$ cat config.mk
export PLATFORM = sky130hd
export DESIGN_NAME = conv_lsu_bridge
export DESIGN_NICKNAME = d
export VERILOG_FILES = /design/src/rtl/conv_pkg.sv /design/src/rtl/conv_req_skid.sv /design/src/rtl/conv_lsu_bridge.sv
export SDC_FILE = /design/constraint.sdc
export NUM_CORES = 1
export LEC_CHECK = 0
export BUFFER_PORTS_ARGS = -buffer_cell sky130_fd_sc_hd__buf_2
export CORE_ASPECT_RATIO = 0.7
export CORE_MARGIN = 2
export CORE_UTILIZATION = 47
export CTS_CLUSTER_DIAMETER = 100
export CTS_CLUSTER_SIZE = 24
export DETAILED_ROUTE_END_ITERATION = 10
export PLACE_DENSITY = 0.88
export SLEW_MARGIN = 20
export SYNTH_ARGS = -nofsm -noshare
export SYNTH_HDL_FRONTEND = slang
export SYNTH_SLANG_ARGS = --single-unit
$ cat constraint.sdc
create_clock -name clk_i -period 2.2 [get_ports clk_i]
set_input_delay 0.44 -clock clk_i [delete_from_list [all_inputs] [get_ports clk_i]]
set_output_delay 0.44 -clock clk_i [all_outputs]
set_load 0.01 [all_outputs]
$ cat src/rtl/conv_pkg.sv
// conv_pkg: shared constants and helpers for the convolution unit and its
// load/store bridge.
//   CONV_TAG_W            width of the memory request/response tag
//   CONV_MAX_OUTSTANDING  default limit on reads in flight to memory
//   CONV_ADDR_W/DATA_W    address and data widths of the memory port
//   CONV_OPCODE_CUSTOM0   custom-0 major opcode decoded by conv_unit
//   conv_funct3_e         funct3 sub-operations of the custom-0 opcode
package conv_pkg;

    localparam int CONV_TAG_W           = 11;
    localparam int CONV_MAX_OUTSTANDING = 4;
    localparam int CONV_ADDR_W          = 32;
    localparam int CONV_DATA_W          = 32;

    localparam logic [6:0] CONV_OPCODE_CUSTOM0 = 7'b0001011;

    typedef enum logic [2:0] {
        SETBASE = 3'b000,
        SETSIZE = 3'b001,
        RUN     = 3'b010
    } conv_funct3_e;

    // Memory is word-addressed on the wire; byte offset bits are dropped.
    function automatic logic [CONV_ADDR_W-1:0] conv_word_align(input logic [CONV_ADDR_W-1:0] addr);
        return {addr[CONV_ADDR_W-1:2], 2'b00};
    endfunction

    function automatic logic conv_misaligned(input logic [CONV_ADDR_W-1:0] addr);
        return addr[1:0] != 2'b00;
    endfunction

endpackage

$ cat src/rtl/conv_req_skid.sv
// conv_req_skid: one-entry holding register between the conv_unit read
// request and the memory read port. A held request is presented until the
// memory accepts it; a new request may be loaded in that same cycle, so a
// continuously accepting memory sees one request per clock.
// Ports:
//   clk        clock, rising edge
//   rst        synchronous reset, active-low
//   abort      drop the held request, refuse new ones this cycle
//   space_ok   downstream room available (in-flight limit, not discarding)
//   req_vld    request from conv_unit
//   req_addr   byte address of request
//   req_ready  request taken this cycle when high together with req_vld
//   mem_accept memory takes the held request this cycle
//   vld_p0     holding register occupied (drives the read strobe)
//   addr_p0    word-aligned address of held request
//   err_p0     held request was misaligned
//   issue      held request handed to memory this cycle
module conv_req_skid
    import conv_pkg::*;
(
    input  logic                   clk,
    input  logic                   rst,
    input  logic                   abort,
    input  logic                   space_ok,
    input  logic                   req_vld,
    input  logic [CONV_ADDR_W-1:0] req_addr,
    output logic                   req_ready,
    input  logic                   mem_accept,
    output logic                   vld_p0,
    output logic [CONV_ADDR_W-1:0] addr_p0,
    output logic                   err_p0,
    output logic                   issue
);

    assign issue = vld_p0 & mem_accept;

    // Ready while held in reset or during an abort would advertise a request
    // that is about to be thrown away, so both gate it off.
    assign req_ready = rst & ~abort & space_ok & (~vld_p0 | mem_accept);

    // ---- stage p0: holding register ----
    always_ff @(posedge clk) begin
        if (!rst) begin
            vld_p0  <= 1'b0;
            addr_p0 <= '0;
            err_p0  <= 1'b0;
        end else if (abort) begin
            vld_p0 <= 1'b0;
        end else if (req_vld && req_ready) begin
            vld_p0  <= 1'b1;
            addr_p0 <= conv_word_align(req_addr);
            err_p0  <= conv_misaligned(req_addr);
        end else if (issue) begin
            vld_p0 <= 1'b0;
        end
    end

endmodule

$ cat src/rtl/conv_lsu_bridge.sv
// conv_lsu_bridge: turns conv_unit word reads into tagged, in-order reads on
// the data memory port, limits reads in flight, checks response tags and
// supports abandoning all outstanding reads.
// Parameters:
//   MAX_OUTSTANDING  reads in flight to memory (power of two, 2..8)
//   CACHEABLE        value driven on mem_cacheable_o
// Ports:
//   clk_i, rst_i          clock; synchronous active-low reset
//   lsu_req_i/addr_i      read request and byte address from conv_unit
//   lsu_req_ready_o       request accepted when high with lsu_req_i
//   lsu_data_valid_o      one-cycle pulse with returned word
//   lsu_data_o            returned word
//   lsu_error_o           bus error, tag mismatch or misaligned address
//   abort_i               abandon all outstanding reads
//   mem_rd_o/addr_o/req_tag_o   read request to memory
//   mem_wr_o, mem_cacheable_o   constant attributes
//   mem_accept_i          memory takes current read
//   mem_ack_i/error_i/resp_tag_i/data_rd_i   memory response
module conv_lsu_bridge
    import conv_pkg::*;
#(
    parameter int   MAX_OUTSTANDING = CONV_MAX_OUTSTANDING,
    parameter logic CACHEABLE       = 1'b1
)(
    input  logic                   clk_i,
    input  logic                   rst_i,
    input  logic                   lsu_req_i,
    input  logic [CONV_ADDR_W-1:0] lsu_addr_i,
    output logic                   lsu_req_ready_o,
    output logic                   lsu_data_valid_o,
    output logic [CONV_DATA_W-1:0] lsu_data_o,
    output logic                   lsu_error_o,
    input  logic                   abort_i,
    output logic                   mem_rd_o,
    output logic [CONV_ADDR_W-1:0] mem_addr_o,
    output logic [CONV_TAG_W-1:0]  mem_req_tag_o,
    output logic [3:0]             mem_wr_o,
    output logic                   mem_cacheable_o,
    input  logic                   mem_accept_i,
    input  logic                   mem_ack_i,
    input  logic                   mem_error_i,
    input  logic [CONV_TAG_W-1:0]  mem_resp_tag_i,
    input  logic [CONV_DATA_W-1:0] mem_data_rd_i
);

    localparam int               IDX_W   = $clog2(MAX_OUTSTANDING);
    localparam int               CNT_W   = IDX_W + 1;
    localparam logic [CNT_W-1:0] MAX_CNT = CNT_W'(MAX_OUTSTANDING);

    logic                   hold_vld_p0;
    logic [CONV_ADDR_W-1:0] hold_addr_p0;
    logic                   hold_err_p0;
    logic                   issue;
    logic                   space_ok;

    logic [CNT_W-1:0] issue_seq;
    logic [CNT_W-1:0] rsp_seq;
    logic [CNT_W-1:0] inflight;
    logic [CNT_W-1:0] inflight_nxt;
    logic [CNT_W-1:0] discard;

    // Misaligned flag of each issued read, indexed by sequence number so the
    // response can pick it back up without sending it through memory.
    logic err_fifo [MAX_OUTSTANDING];

    logic ack_take;
    logic deliver;
    logic rsp_err;

    logic                   vld_p1;
    logic [CONV_DATA_W-1:0] data_p1;
    logic                   err_p1;

    // Counting the held entry against the limit keeps (in flight + held)
    // within MAX_OUTSTANDING, so a held read never has to wait for a slot
    // once it is presented to memory.
    assign space_ok = ((inflight + CNT_W'(hold_vld_p0)) < MAX_CNT) && (discard == '0);

    conv_req_skid u_skid (
        .clk        (clk_i),
        .rst        (rst_i),
        .abort      (abort_i),
        .space_ok   (space_ok),
        .req_vld    (lsu_req_i),
        .req_addr   (lsu_addr_i),
        .req_ready  (lsu_req_ready_o),
        .mem_accept (mem_accept_i),
        .vld_p0     (hold_vld_p0),
        .addr_p0    (hold_addr_p0),
        .err_p0     (hold_err_p0),
        .issue      (issue)
    );

    assign mem_rd_o        = hold_vld_p0;
    assign mem_addr_o      = hold_addr_p0;
    assign mem_req_tag_o   = CONV_TAG_W'(issue_seq);
    assign mem_wr_o        = 4'b0000;
    assign mem_cacheable_o = CACHEABLE;

    // Acks with nothing outstanding (e.g. leftovers from before a reset) are
    // not ours and leave every counter alone.
    assign ack_take = mem_ack_i & (inflight != '0);

    // Responses to abandoned reads, including one arriving in the abort
    // cycle itself, are consumed silently.
    assign deliver = ack_take & (discard == '0) & ~abort_i;

    assign rsp_err = mem_error_i
                   | (mem_resp_tag_i != CONV_TAG_W'(rsp_seq))
                   | err_fifo[rsp_seq[IDX_W-1:0]];

    always_comb begin
        inflight_nxt = inflight;
        if (issue && !ack_take) begin
            inflight_nxt = inflight + CNT_W'(1);
        end else if (!issue && ack_take) begin
            inflight_nxt = inflight - CNT_W'(1);
        end
    end

    always_ff @(posedge clk_i) begin
        if (issue) begin
            err_fifo[issue_seq[IDX_W-1:0]] <= hold_err_p0;
        end
    end

    // ---- stage p1: response register ----
    always_ff @(posedge clk_i) begin
        if (!rst_i) begin
            issue_seq <= '0;
            rsp_seq   <= '0;
            inflight  <= '0;
            discard   <= '0;
            vld_p1    <= 1'b0;
            data_p1   <= '0;
            err_p1    <= 1'b0;
        end else begin
            inflight <= inflight_nxt;
            if (issue) begin
                issue_seq <= issue_seq + CNT_W'(1);
            end
            if (ack_take) begin
                rsp_seq <= rsp_seq + CNT_W'(1);
            end
            // Everything still outstanding after this cycle becomes discard;
            // no new reads can issue while discarding, so discard <= inflight.
            if (abort_i) begin
                discard <= inflight_nxt;
            end else if (ack_take && discard != '0) begin
                discard <= discard - CNT_W'(1);
            end
            vld_p1 <= deliver;
            err_p1 <= deliver & rsp_err;
            if (deliver) begin
                data_p1 <= mem_data_rd_i;
            end
        end
    end

    assign lsu_data_valid_o = vld_p1;
    assign lsu_data_o       = data_p1;
    assign lsu_error_o      = err_p1;

endmodule

# --- Word-level counts from Yosys, hierarchy flattened ---
# Memory sizes are Yosys's and may differ from the RTL's. A register that Yosys moved wholly into a read port is not among the register bits.
# Index checks and enable logic that the tools add are counted.
classes:
  n_eq_ne: 1
  n_bitwise: 14
  addsub: 6
  reduce_logical: 15
  mux: 10
  n_lt_le_gt_ge: 1
op_table:
  columns: ["operator", "count"]
  rows:
  - ["two-way mux 3 bit", 4]
  - ["inequality test 11 x 3 -> 1 bit", 1]
  - ["adder 3 x 1 -> 3 bit, second input constant", 3]
  - ["bitwise AND 1 bit", 8]
  - ["nonzero test 2 bit", 3]
  - ["nonzero test 3 bit", 2]
  - ["subtractor 3 x 1 -> 3 bit, second input constant", 2]
  - ["logical AND 1 bit", 5]
  - ["two-way mux 1 bit", 4]
  - ["two-way mux 2 bit", 2]
  - ["adder 3 x 1 -> 3 bit", 1]
  - ["logical NOT 3 bit", 1]
  - ["less-than comparator 3 bit, second input constant", 1]
  - ["NOT 1 bit", 3]
  - ["bitwise OR 1 bit", 3]
  - ["logical NOT 1 bit", 2]
  - ["AND reduction 2 bit", 1]
  - ["OR reduction 2 bit", 1]
word_totals:
  ram_bits: 4
  input_bits: 82
  memories: 1
  ff_bits: 78
  out_inout_bits: 84
mem_list:
  columns: ["memory", "depth", "word_bits", "rd", "rd_clocked_by_memory_dff", "write_ports", "line", "source"]
  rows:
  - ["err_fifo", 4, 1, 1, 1, 1, "conv_lsu_bridge.sv:64", "logic err_fifo [MAX_OUTSTANDING];"]

# --- Logic depth before layout (Yosys ltp) ---
# Gate-level depths: netlist of run 1.
depth:
  word_depth: 7
  ltp_mapped: 9

# --- Modules after synthesis ---
# From an unflattened synthesis of run 1, not the netlist that was laid out.
unflattened:
  hier_cells: 418
  area_unflattened_um2: 3912.5
by_module_without_submodules:
  columns: ["module", "n_inst", "seq_area_each_um2", "area_each_um2", "cells_per_inst"]
  rows:
  - ["conv_lsu_bridge", 1, 1081.0, 2537.4, 267]
  - ["conv_req_skid", 1, 640.6, 1375.1, 151]

# --- Worst setup path after synthesis of run 1 ---
# No wires, ideal clock.
synth_timing:
  path_type: "register -> register"
  startpoint: "register inflight[0]"
  endpoint: "register data_p1[0], in the netlist lsu_data_o[0]"
  n_path_buf: 2
  required_ps: 2078
  arrival_ps: 1661
  path_stages_with_launch: 10
  slack_ps: 417
  period_less_slack_ps: 1783
  path_cell_list: "dfxtp_1 -> inv_1 -> ha_1 -> ha_1 -> nand2b_1 -> or3_1 -> clkbuf_1 -> buf_2 -> nand2_1 -> a21boi_0"
synth_between:
  elab_chain_len: 4
synth_rtl:
  columns: ["element", "line", "source"]
  rows:
  - ["from (decl)", "conv_lsu_bridge.sv:58", "logic [CNT_W-1:0] inflight;"]
  - ["from (signal assigned)", "conv_lsu_bridge.sv:138", "inflight <= inflight_nxt;"]
  - ["nonzero test 3 bit", "conv_lsu_bridge.sv:102", "assign ack_take = mem_ack_i & (inflight != '0);"]
  - ["bitwise AND 1 bit", "conv_lsu_bridge.sv:102", null]
  - ["bitwise AND 1 bit (2 in a row)", "conv_lsu_bridge.sv:106", "assign deliver = ack_take & (discard == '0) & ~abort_i;"]
  - ["to (signal assigned)", "conv_lsu_bridge.sv:155", "data_p1 <= mem_data_rd_i;"]
  - ["to (decl)", "conv_lsu_bridge.sv:71", "logic [CONV_DATA_W-1:0] data_p1;"]
# No other way between the ends.
# A chain may end at the register's enable or synchronous reset.

# --- Worst setup path in the final report of run 1 ---
layout_timing:
  startpoint: "register discard[1]"
  endpoint: "output lsu_req_ready_o"
layout_between:
  elab_chain_len: 4
layout_rtl:
  columns: ["element", "line", "source"]
  rows:
  - ["from (decl)", "conv_lsu_bridge.sv:60", "logic [CNT_W-1:0] discard;"]
  - ["from (signal assigned)", "conv_lsu_bridge.sv:148", "discard <= inflight_nxt;"]
  - ["from (signal assigned)", "conv_lsu_bridge.sv:150", "discard <= discard - CNT_W'(1);"]
  - ["logical NOT 3 bit", "conv_lsu_bridge.sv:77", "assign space_ok = ((inflight + CNT_W'(hold_vld_p0)) < MAX_CNT) && (discard == '0);"]
  - ["logical AND 1 bit", "conv_lsu_bridge.sv:77", null]
  - ["bitwise AND 1 bit (2 in a row)", "conv_req_skid.sv:39", "assign req_ready = rst & ~abort & space_ok & (~vld_p0 | mem_accept);"]
  - ["to (decl)", "conv_lsu_bridge.sv:29", "output logic lsu_req_ready_o,"]
# No other way between the ends.

==> run_results.csv, run 1 <==
group,metric,value,unit
final_layout,drive_gt1_share,32.4,%
routing,top_layer_used,"met4",
logic_synthesis,syn_inst,406,
sta,final-hold-violation-count,0,
setup_path,arrival,1.54,ns
power_and_ir_drop,p_per_area,904,nW/um^2
final_layout,nFillCells,643,
logic_synthesis,synth_cell_types,49,
final_layout,nNetsFinal,637,
sta,timing.final.crit_share,90.0,%
clock_network,post_cts_buffers,0,
run_status,status,"complete, no violations",
global_route,grt.overflow.total,0,
logic_synthesis,synth_seq_cells,84,
setup_path,path_cells,"inv_1 > ha_1 > nor4bb_4 > and3_1 > buf_2",
setup_path,crit_cells,5,
clock_network,cts_buffers,9,
global_route,grt_pass1_vias,3003,
final_layout,area_growth,26.1,%
final_layout,final_common_cell,"buf_2",
logic_synthesis,ys_warn_count,0,
power_and_ir_drop,p_clk_share,27.7,%
logic_synthesis,ys_top_cells_by_area,"dfxtp_1, nand2_1, a21boi_0, buf_4, nand3_1",
routing,via_per_inst,4.92,
final_layout,final_cell_mix,"buf_2, nand2_1, dfxtp_1, nand3_1, o21ai_0",
setup_path,cp_slowest_cell,"dfxtp_1",
clock_network,clock-root-buffer,"clkbuf_8",
routing,wl_met1,3.57,mm
sta,rsz0062_at_grt,"false",
logic_synthesis,synth_edf_count,4,
sta,fmax,505,MHz
floorplanning,core_area,7380,sq um
routing,first_iter_violations,211,
global_route,antenna_found_initial,0,
routing,totalWireLength,8.34,mm
worst_hold_path,hold_path_class,"primary input to register",
sta,relSlewSlack,51.9,%
clock_network,cts_hold_buf,0,
routing,first_pass_iters,4,
setup_path,critPathBufInv,2,
setup_path,worstSetupEndpointType,"output pin",
clock_network,cts_buffer_depth,2,
clock_network,clkTransAtPathRegs,0.08,ns
final_layout,seq_area,1720,sq um
worst_hold_path,hold_depth,3,
power_and_ir_drop,p_int,2.86,mW
place,portBuffers,150,
routing,drc,0,
flow_run,cap_violations,0,
routing,route.met2.wl,4.08,mm
logic_synthesis,syn_avg_cell_area,8.91,sq um
clock_network,cts_resized,0,
sta,fin_worst_skew,0.0120,ns
global_route,grt_max_degree,85,
final_layout,multi_input_area,1660,sq um
setup_path,cp_max_fo,3,
floorplanning,start_util,49.0,%
logic_synthesis,ys.flop_type,"dfxtp_1",
routing,wl_per_cell,12.9,um
routing,final_antenna_net_count,0,
sta,fin_ws,0.219,ns
logic_synthesis,ys_seq_area_share,47.6,%
setup_path,crit_type,"register to output pin",
setup_path,cp.required,1.76,ns
power_and_ir_drop,p_switching,1.27,mW
setup_path,startpoint_type,"register",
routing,vias,3182,
logic_synthesis,netlist.top_cell.by_area,"dfxtp_1",
power_and_ir_drop,ir_drop,0.339,mV
clock_network,clk_latency,0.34,ns
power_and_ir_drop,power,4.12,mW
power_and_ir_drop,sw_frac_of_total,30.7,%
setup_path,worstRegToRegCells,8,
logic_synthesis,async_reset_ff_share,0,%
final_layout,num_antenna_cells,0,
power_and_ir_drop,p_leak,2.08,nW
sta,tightest_slew,0.721,ns
place,gp_congestion,0.855,
clock_network,clock_sinks,84,
sta,period_minus_slack,1.98,ns
global_route,grtUsageTotal,19.8,%
place,dp_hpwl,6.08,mm
sta,setup_total_negative_slack,0,ns
clock_network,htree_levels,3,
power_and_ir_drop,p_comb_share,27.6,%
floorplanning,rows,26,
clock_network,tritoncts,"yes",
setup_path,critPathTopFamily,"simple AND/OR/NAND/NOR gates",
floorplanning,io_pins,166,
global_route,grt_pass1_wl,13.4,mm
floorplanning,die-area,8420,sq um
routing,routed-wl-met3,609,um
sta,report.final.setup_viol,0,
logic_synthesis,synth_top_area_share,44.3,%
place,pre_cts_slack,0.261,ns
sta,report.final.slew_viol_count,0,
setup_path,slowest_delay,0.33,ns
logic_synthesis,netlist_area,3620,sq um
floorplanning,die_x,109,um
floorplanning,die_h,77.4,um
setup_path,reg2reg_slack,0.25,ns
power_and_ir_drop,power_frac_seq,44.7,%
[synth_stat cells (2+ instances only)]
cell type	instances
o21ai_1	2
a21boi_1	14
o21ai_0	23
buf_2	12
a21oi_1	3
ha_1	10
a21boi_0	21
o211ai_1	3
xnor2_1	8
conb_1	2
nand3_1	27
nor2_1	2
mux2i_1	6
and3_1	6
clkbuf_1	10
nand2b_1	3
nor2b_1	3
dfxtp_1	80
and2_1	5
inv_1	8
edfxtp_1	4
nand2_1	110
buf_4	18
[area by class of cell]
cell class,instances,share of cell area (%)
Timing Repair Buffer,158,18.1
Tap cell,98,2.69
Sequential cell,84,37.8
Clock buffer,11,2.88
Clock inverter,4,1.65
Multi-Input combinational cell,284,36.3
Inverter,8,0.659
[worst register-to-register path: cells and delay by family (launching register included)]
| kind | cells | cell delay (ns) |
|---|---|---|
| AO/OA/AOI/OAI | 1 | 0.09 |
| buffers and inverters | 2 | 0.31 |
| AND/OR/NAND/NOR | 3 | 0.67 |
| adder cells (fa/ha/maj) | 2 | 0.37 |
| flip-flops | 1 | 0.39 |
[kinds of logic after synthesis]
| logic type | synth area share (%) |
|---|---|
| simple gates | 20.8 |
| flops | 47.6 |
| compound gates | 14.0 |
| buf+inv | 8.13 |
| fa+ha+maj | 3.74 |
| xor+xnor | 3.25 |
| mux | 2.28 |
| other cells | 0.208 |
[layer usage]
layer	vias up	track usage, %
met5	-	0
met4	0	5.51
met3	11	5.55
met2	121	35.5
met1	1456	23.0
li1	1594	-
[through the flow]
| stage | hold slack, ns | cell area, sq um | cells | util, % |
|---|---|---|---|---|
| finish | 0.323 | 4560 | 647 | 61.7 |
| floorplan | 0.462 | 3660 | 419 | - |
| CTS | 0.303 | 4560 | 647 | 61.7 |
| global placement | 0.437 | 4350 | 632 | 58.9 |
| global route | 0.313 | 4560 | 647 | 61.7 |
| detailed placement | 0.447 | 4350 | 632 | 58.9 |
[power groups by stage]
stage,clock (mW),combinational (mW),sequential (mW)
6_report,1.14,1.14,1.84
5_1_grt,1.24,1.28,1.87
4_1_cts,1.17,1.15,1.84
3_5_place_dp,0,1.14,1.88
3_3_place_gp,0,1.09,1.86
2_1_floorplan,0,0.723,1.92
[worst paths after layout]
path	from	endpoint
max	discard[1]	lsu_req_ready_o
min	lsu_addr_i[27]	u_skid.addr_p0[27]
max reg2reg	inflight[0]	lsu_data_o[4]
min reg2reg	lsu_data_o[20]	lsu_data_o[20]
[state kept, by name (all words and copies together), names as in the netlist, named ones only]
register          flops
issue_seq             3
rsp_seq               3
u_skid.vld_p0         1
lsu_data_valid_o      1
lsu_data_o           32
inflight              3
u_skid.err_p0         1
u_skid.addr_p0       30
lsu_error_o           1
err_fifo              4
discard               3
Power figures use the tool's default switching activity.
==> run 2, diff against run 1 <==
- SETUP_SLACK_MARGIN: default -> 0.5
==> run_results.csv, run 2 (synthesis results as in run 1) <==
group,metric,value,unit
clock_network,cts_buffers,9,
power_and_ir_drop,p_leak,2.56,nW
final_layout,final_common_cell,"buf_2",
floorplanning,start_util,49.0,%
setup_path,worstSetupEndpointType,"output pin",
sta,relSlewSlack,49.9,%
final_layout,nFillCells,506,
setup_path,critPathLaunch,"discard[0]",
routing,first_pass_iters,5,
sta,setup_total_negative_slack,0,ns
power_and_ir_drop,ir_drop,0.631,mV
setup_path,reg2reg_slack,0.35,ns
clock_network,clkTransAtPathRegs,0.08,ns
clock_network,clk_latency,0.35,ns
flow_run,cap_violations,0,
global_route,grt_pass1_vias,3233,
power_and_ir_drop,sw_frac_of_total,32.5,%
floorplanning,die_x,109,um
clock_network,clock_sinks,84,
setup_path,r2r_end,"lsu_data_o[23]",
floorplanning,io_pins,166,
routing,drc,0,
sta,period_minus_slack,1.89,ns
setup_path,cp_max_fo,3,
final_layout,area_growth,48.4,%
final_layout,seq_area,1730,sq um
routing,final_antenna_net_count,0,
setup_path,crit_path_end,"lsu_req_ready_o",
setup_path,startpoint_type,"register",
routing,vias,3469,
global_route,antenna_found_initial,0,
power_and_ir_drop,p_int,3.33,mW
sta,final-hold-violation-count,0,
run_status,status,"complete, no violations",
routing,via_per_inst,5.15,
final_layout,drive_gt1_share,48.6,%
sta,tightest_slew,0.751,ns
clock_network,tritoncts,"yes",
power_and_ir_drop,p_clk_share,23.4,%
floorplanning,core_area,7380,sq um
global_route,grtUsageTotal,23.9,%
global_route,grt.overflow.total,0,
routing,wl_per_cell,16.5,um
routing,totalWireLength,11.1,mm
final_layout,nNetsFinal,663,
setup_path,arrival,1.45,ns
place,portBuffers,150,
sta,report.final.setup_viol,0,
global_route,grt_pass1_wl,15.5,mm
setup_path,crit_type,"register to output pin",
sta,report.final.slew_viol_count,0,
place,dp_hpwl,6.25,mm
sta,fmax,528,MHz
floorplanning,rows,26,
sta,fin_worst_skew,0.00668,ns
setup_path,cp.required,1.76,ns
sta,whs,0.308,ns
final_layout,multi_input_area,2040,sq um
power_and_ir_drop,p_per_area,921,nW/um^2
final_layout,largest_reg_flops,32,
clock_network,clock-root-buffer,"clkbuf_8",
final_layout,final_cell_mix,"buf_2, nand2_1, dfxtp_1, nand2_4, nand3_1",
power_and_ir_drop,p_switching,1.61,mW
setup_path,r2r-start,"inflight[1]",
clock_network,cts_buffer_depth,2,
sta,rsz0062_at_grt,"true",
worst_hold_path,hold_path_class,"primary input to register",
final_layout,num_antenna_cells,0,
clock_network,htree_levels,3,
place,gp_congestion,0.819,
power_and_ir_drop,power_frac_seq,37.8,%
routing,first_iter_violations,234,
floorplanning,die_h,77.4,um
floorplanning,die-area,8420,sq um
setup_path,worstRegToRegCells,11,
sta,timing.final.crit_share,86.1,%
global_route,grt_max_degree,85,
power_and_ir_drop,p_comb_share,38.8,%
==> run 2: cell count changes in the layout (fill, tap and decap cells not counted), sizes merged <==
cell      before  now
buf          158  184
bufinv         2    1
clkbuf        11   13
clkinv         0    1
clkinvlp       2    0
inv            8    9
==> run 2: worst min-delay path by stage <==
stage	startpoint	endpoint	slack, ns	cells after the start
2_1_floorplan	u_skid.err_p0	err_fifo[0]	0.46	0
3_3_place_gp	u_skid.addr_p0[6]	u_skid.addr_p0[6]	0.44	2
3_5_place_dp	u_skid.addr_p0[5]	u_skid.addr_p0[5]	0.44	2
4_1_cts	lsu_addr_i[8]	u_skid.addr_p0[8]	0.30	3
5_1_grt	mem_data_rd_i[31]	lsu_data_o[31]	0.31	3
6_report	lsu_addr_i[8]	u_skid.addr_p0[8]	0.31	3
==> run 2: final cells by class <==
type,instances,share of cell area (%)
multi-input combinational,284,38.0
timing repair buffer,184,23.0
tap,98,2.28
clock buffer,13,3.17
inverter,8,0.559
clock inverter,3,0.769
sequential,84,32.2
==> run 2: timing repair <==
action	CTS	global route
buffers inserted	11	10
resized for setup	48	94
hold buffers	0	0
setup endpoints to repair	68	67
pin swaps	9	62
cloned	6	0
==> run 2: power groups by stage <==
| stage | clock, mW | combinational, mW | sequential [mW] |
|---|---|---|---|
| 4_1_cts | 1.18 | 1.56 | 1.85 |
| 2_1_floorplan | 0 | 0.744 | 1.92 |
| 3_5_place_dp | 0 | 1.14 | 1.89 |
| 3_3_place_gp | 0 | 1.10 | 1.87 |
| 6_report | 1.16 | 1.92 | 1.87 |
| 5_1_grt | 1.26 | 2.04 | 1.89 |
==> run 2: through the flow <==
step	power [mW]	instances	cell area (sq um)	utilization, %	setup slack, ns
global placement	2.97	631	4340	58.8	0.445
floorplan	2.66	419	3680	-	0.502
detailed placement	3.03	631	4340	58.8	0.327
CTS	4.59	664	4950	67.1	0.290
finish	4.94	674	5370	72.7	0.306
global route	5.19	674	5370	72.7	0.204
==> run 2: per-layer routing <==
layer / vias up / part of all wire, % / GRT usage [%]
met1: 1630 / 39 / 27.2
met4: 0 / 3.0 / 7.44
met2: 162 / 51 / 43.1
li1: 1645 / - / -
met5: - / 0 / 0
met3: 32 / 6.9 / 6.81
==> run 2: critical path: stages (launching register included) <==
cell,delay (ns)
dfxtp_2,0.33
inv_2,0.08
ha_4,0.15
nor4bb_4,0.19
and3_1,0.22
buf_2,0.14
